### src/rtl/led_matrix_driver.sv
// led_matrix_driver: serial-in 16-bit LED line driver.
// The din/dclk/strobe pins are synchronized. Each dclk rise shifts one bit into a
// 16-bit shift register. Each strobe rise copies that register into the display
// latch and starts a blanking window. The outputs stay dark while the window runs.
// Optional build macro: OUT_INVERT_EN makes the LED outputs active-low.
module led_matrix_driver #(
  parameter int SYNC_STAGES    = 2,
  parameter int BLANK_PRESCALE = 1
) (
  input  logic       clk,
  input  logic       rst,
  input  logic       ena,
  input  logic [7:0] ui_in,
  input  logic [7:0] uio_in,
  output logic [7:0] uo_out,
  output logic [7:0] uio_out,
  output logic [7:0] uio_oe
);

  // The longest window is 31 units of BLANK_PRESCALE clocks, so the counter is sized to hold it.
  localparam int BW = $clog2(31 * BLANK_PRESCALE + 1);

  logic [2:0]    w_raw;
  logic [2:0]    w_sync;
  logic          w_din_s;
  logic          w_dclk_s;
  logic          w_strobe_s;
  logic          w_shift;
  logic          w_latch;
  logic [BW-1:0] w_blank_load;
  logic [15:0]   w_disp_vis;
  logic          w_unused;

  logic          r_dclk_prev;
  logic          r_strobe_prev;
  logic [4:0]    r_blank_time;
  logic [15:0]   r_sr;
  logic [15:0]   r_disp;
  logic [BW-1:0] r_blank_cnt;

  // Bit 0 is din, bit 1 is dclk and bit 2 is strobe.
  // All three use chains of the same depth, so din stays aligned with dclk.
  assign w_raw = ui_in[2:0];

  genvar gi;
  generate
    for (gi = 0; gi < 3; gi++) begin : g_sync
      logic [SYNC_STAGES-1:0] r_chain;
      // Each input pin goes through its own shift chain of synchronizer flops.
      always_ff @(posedge clk) begin
        if (rst) r_chain <= '0;
        else     r_chain <= {r_chain[SYNC_STAGES-2:0], w_raw[gi]};
      end
      assign w_sync[gi] = r_chain[SYNC_STAGES-1];
    end
  endgenerate

  assign w_din_s    = w_sync[0];
  assign w_dclk_s   = w_sync[1];
  assign w_strobe_s = w_sync[2];

  // A pulse fires only on a rising edge, and only after the synchronizer has already seen the line low.
  assign w_shift = w_dclk_s & ~r_dclk_prev;
  assign w_latch = w_strobe_s & ~r_strobe_prev;

  assign w_blank_load = BW'(r_blank_time) * BW'(BLANK_PRESCALE);

  // Keep the edge history and the registered blank-time field.
  always_ff @(posedge clk) begin
    if (rst) begin
      r_dclk_prev   <= 1'b0;
      r_strobe_prev <= 1'b0;
      r_blank_time  <= '0;
    end else begin
      r_dclk_prev   <= w_dclk_s;
      r_strobe_prev <= w_strobe_s;
      r_blank_time  <= ui_in[7:3];
    end
  end

  // Shift register. The latch reads the value from before a shift in the same cycle.
  always_ff @(posedge clk) begin
    if (rst)          r_sr <= '0;
    else if (w_shift) r_sr <= {r_sr[14:0], w_din_s};
  end

  // Display latch and blanking counter. A new strobe restarts an active window.
  always_ff @(posedge clk) begin
    if (rst) begin
      r_disp      <= '0;
      r_blank_cnt <= '0;
    end else if (w_latch) begin
      r_disp      <= r_sr;
      r_blank_cnt <= w_blank_load;
    end else if (r_blank_cnt != '0) begin
      r_blank_cnt <= r_blank_cnt - 1'b1;
    end
  end

  assign w_disp_vis = (r_blank_cnt != '0) ? 16'h0000 : r_disp;

`ifdef OUT_INVERT_EN
  // Common-anode LEDs: a lit LED drives its line low, so a dark display drives every line high.
  assign {uio_out, uo_out} = ~w_disp_vis;
`else
  assign {uio_out, uo_out} = w_disp_vis;
`endif

  assign uio_oe = 8'hFF;

  // ena and the bidirectional inputs have no function in this block.
  assign w_unused = &{1'b0, ena, uio_in};

endmodule

### config.mk
export PLATFORM = sky130hd
export DESIGN_NAME = led_matrix_driver
export DESIGN_NICKNAME = d
export VERILOG_FILES = /design/src/rtl/led_matrix_driver.sv
export SDC_FILE = /design/constraint.sdc
export NUM_CORES = 1
export LEC_CHECK = 0
export CORE_MARGIN = 4
export CORE_UTILIZATION = 53
export DETAILED_ROUTE_END_ITERATION = 10
export GPL_TIMING_DRIVEN = 0
export PLACE_DENSITY = 0.83
export SLEW_MARGIN = 0
export SYNTH_ARGS = -nofsm -noshare
export SYNTH_HDL_FRONTEND = slang
export SYNTH_SLANG_ARGS = --single-unit
### constraint.sdc
create_clock -name clk -period 4.77 [get_ports clk]
set_clock_uncertainty 0.1 [all_clocks]
set_input_delay 1.431 -clock clk [delete_from_list [all_inputs] [get_ports clk]]
set_output_delay 1.431 -clock clk [all_outputs]
set_load 0.005 [all_outputs]
==> flow_summary.yaml <==
pwr:
  worst_ir_drop_vdd_uv: 320.8
  clkPwrFrac_pct: 27.3
  power.switching_uw: 212.3
  switching_share_pct: 25.79
  seqPwrFrac_pct: 54.5
  leakage_uw: 0.0008587
  power_frac_comb_pct: 18.2
  powerDensity_mw_per_mm2: 350.3
  power.internal_uw: 610.8
min_path:
  hp-class: "reg2reg"
cells_and_area:
  area_growth_pct: 20.54
  drive_gt1_share_pct: 10.11
  nFillCells: 287
  finish.net_count: 287
  diodes: 0
die:
  die_h_um: 68.65
  die-area_mm2: 0.004712
  core_mm2: 0.003442
  io_pins: 43
  row_count: 21
  die-width_um: 68.65
  initial_core_util_pct: 56.63
clock_tree:
  cts_htree_levels: 2
  cts_root_buf: "clkbuf_8"
  postCtsSetupRepairBufs: 0
  cts_tree: "yes"
  clk_latency_ps: 300
  clk_pin_slew_ps: 80
  cts_hold_buf: 0
  cts_num_sinks: 50
  cts-buffers-inserted: 5
  cts_max_path_buffers: 2
  cts.repair.resized: 0
placement:
  pre_cts_ws_ps: 1414
  port_buffers: 24
  hpwl_um: 2569
  place_congestion: 0.7486
route:
  routedWlPerCell_um: 11.09
  drt_iter0_drc: 82
  drc: 0
  dr.pass1.iters: 4
  dr_wl_met2_um: 1653
  num_vias: 1482
  drt-met1-wl_um: 1579
  wl_um: 3472
  dr.max_layer_used: "met4"
  wl_met3_um: 193
  routed_via_density: 4.735
  ant_nets: 0
timing:
  finalHoldViolations: 0
  drv_slew: 0
  fin_crit_ps: 3669
  worst_slack_ps: 1101
  setup_viol: 0
  setup_tns_ps: 0
  fin_crit_sh_pct: 76.92
  timing.fmax_ghz: 0.2726
  rsz0062_at_grt: "false"
yosys:
  synth_mux_area_share_pct: 0
  synth_seq_cells: 50
  synth_top_area_cell: "dfxtp_1"
  synthXorXnorAreaFrac_pct: 0.8986
  synth_area_mm2: 0.001949
  ys_top_cells_by_area: "dfxtp_1, nand2_1, a21oi_1, and2_1, nor2b_1"
  ys_seq_area_share_pct: 51.35
  synth_adder_area_share_pct: 0.6418
  synth_cells: 229
  yosys_warnings: 0
  synth_top_area_share_pct: 51.35
  synth_top_family_by_area: "simple AND/OR/NAND/NOR gates"
  synth_compound_area_share_pct: 9.628
  synth_cell_types: 24
  synthSimpleGateAreaFrac_pct: 28.43
  syn_area_per_cell_um2: 8.513
grt:
  grt_use_total_pct: 16.14
  grt_pass1_wl_um: 5602
  grt_overflow: 0
  grt_pass1_vias: 1261
  antenna_found_initial: 0
  grt_start_max_net_pins: 14
job:
  cap_violations: 0
setup_path:
  critPathArrivalTime_ps: 2140
  end_kind: "output pin"
  critical_path_class: "reg2out"
  critPathRequiredTime_ps: 3240
  worst-path-max-fanout: 10
  startpoint_type: "register"
run_status:
  outcome: "complete, no violations"
==> power by group through the flow <==
stage / Combinational (uW) / Clock [uW] / Sequential (uW)
3_3_place_gp: 147 / 0 / 457
2_1_floorplan: 118 / 0 / 455
5_1_grt: 168 / 246 / 450
3_5_place_dp: 152 / 0 / 458
4_1_cts: 152 / 231 / 448
6_report: 150 / 225 / 449
==> layer usage <==
layer | up-vias | GRT usage [%]
li1 | 786 | -
met1 | 652 | 19.88
met2 | 40 | 26.82
met3 | 4 | 4.376
met4 | 0 | 5.955
met5 | - | 0
==> cell usage after synthesis <==
| library cell | instances |
|---|---|
| a21oi_1 | 34 |
| and2_1 | 16 |
| buf_2 | 6 |
| buf_4 | 9 |
| buf_6 | 3 |
| clkbuf_1 | 4 |
| clkbuf_2 | 3 |
| conb_1 | 1 |
| dfxtp_1 | 50 |
| ha_1 | 1 |
| inv_1 | 3 |
| nand2_1 | 66 |
| nand2b_1 | 2 |
| nand3_1 | 2 |
| nand3b_1 | 3 |
| nand4b_1 | 2 |
| nor2b_1 | 15 |
| nor3_1 | 1 |
| nor4b_4 | 1 |
| o311ai_0 | 1 |
| o41ai_1 | 1 |
| or3_1 | 1 |
| or4_1 | 2 |
| xnor2_1 | 2 |
==> sequential cells by signal, summed over array words and instances, names as in the netlist <==
signal,count
r_disp,16
r_sr,16
g_sync.r_chain,6
r_blank_cnt,5
r_blank_time,5
r_dclk_prev,1
r_strobe_prev,1
==> worst paths after layout <==
kind              startpoint        endpoint  slack (ps)  cells past startpoint
max           r_blank_cnt[0]      uio_out[4]        1100                      7
min          r_blank_time[4]  r_blank_cnt[4]         350                      2
max reg2reg   r_blank_cnt[0]  r_blank_cnt[1]        3250                      5
min reg2reg  r_blank_time[4]  r_blank_cnt[4]         350                      2
==> worst max-delay path, cell delays in order, from the launching register on <==
cell	delay [ps]
dfxtp_1	340
inv_1	60
ha_1	210
nor4b_4	290
buf_6	180
buf_6	130
and2_1	130
clkdlybuf4s50_1	500
==> cells by family after synthesis <==
| logic type | Yosys count |
|---|---|
| xor gates and xnor gates | 2 |
| buffers and inverters | 28 |
| other | 1 |
| DFF | 50 |
| and+or+nand+nor | 111 |
| AOI/OAI and AO/OA | 36 |
| adders and majority gates | 1 |
==> area by class of cell <==
cell class / instances / area (um^2) / share of cell area [%]
Clock buffer: 7 / 76.32 / 3.248
Buffer: 25 / 161.4 / 6.869
Multi-Input combinational cell: 158 / 802.0 / 34.13
Tap cell: 46 / 57.56 / 2.449
Inverter: 3 / 11.26 / 0.4792
Timing Repair Buffer: 24 / 240.2 / 10.22
Sequential cell: 50 / 1001 / 42.60
==> through the flow <==
step / utilization, % / cell area (um^2) / instances / hold slack (ps) / power (uW)
6_report: 68.27 / 2350 / 313 / 348.0 / 823.1
5_1_grt: 68.27 / 2350 / 313 / 344.1 / 864.0
4_1_cts: 68.27 / 2350 / 313 / 338.1 / 831.2
3_5_place_dp: 66.05 / 2273 / 306 / 326.1 / 609.6
3_3_place_gp: 66.05 / 2273 / 306 / 318.8 / 604.6
2_1_floorplan: - / 1976 / 236 / 313.8 / 572.9
==> layout by cell type, fill, tap and decap left out <==
cell type	n
clkbuf_1	6
nand2b_1	2
xnor2_1	2
clkbuf_2	3
conb_1	8
nand3_1	2
or3_1	1
clkdlybuf4s50_1	24
nand2_1	66
dfxtp_1	50
clkbuf_8	5
o311ai_0	1
inv_1	3
buf_2	6
buf_4	9
or4_1	2
and2_1	16
nor2b_1	15
nor3_1	1
nand4b_1	2
o41ai_1	1
ha_1	1
nand3b_1	3
buf_6	3
a21oi_1	34
nor4b_4	1
Power figures use the tool's default switching activity.
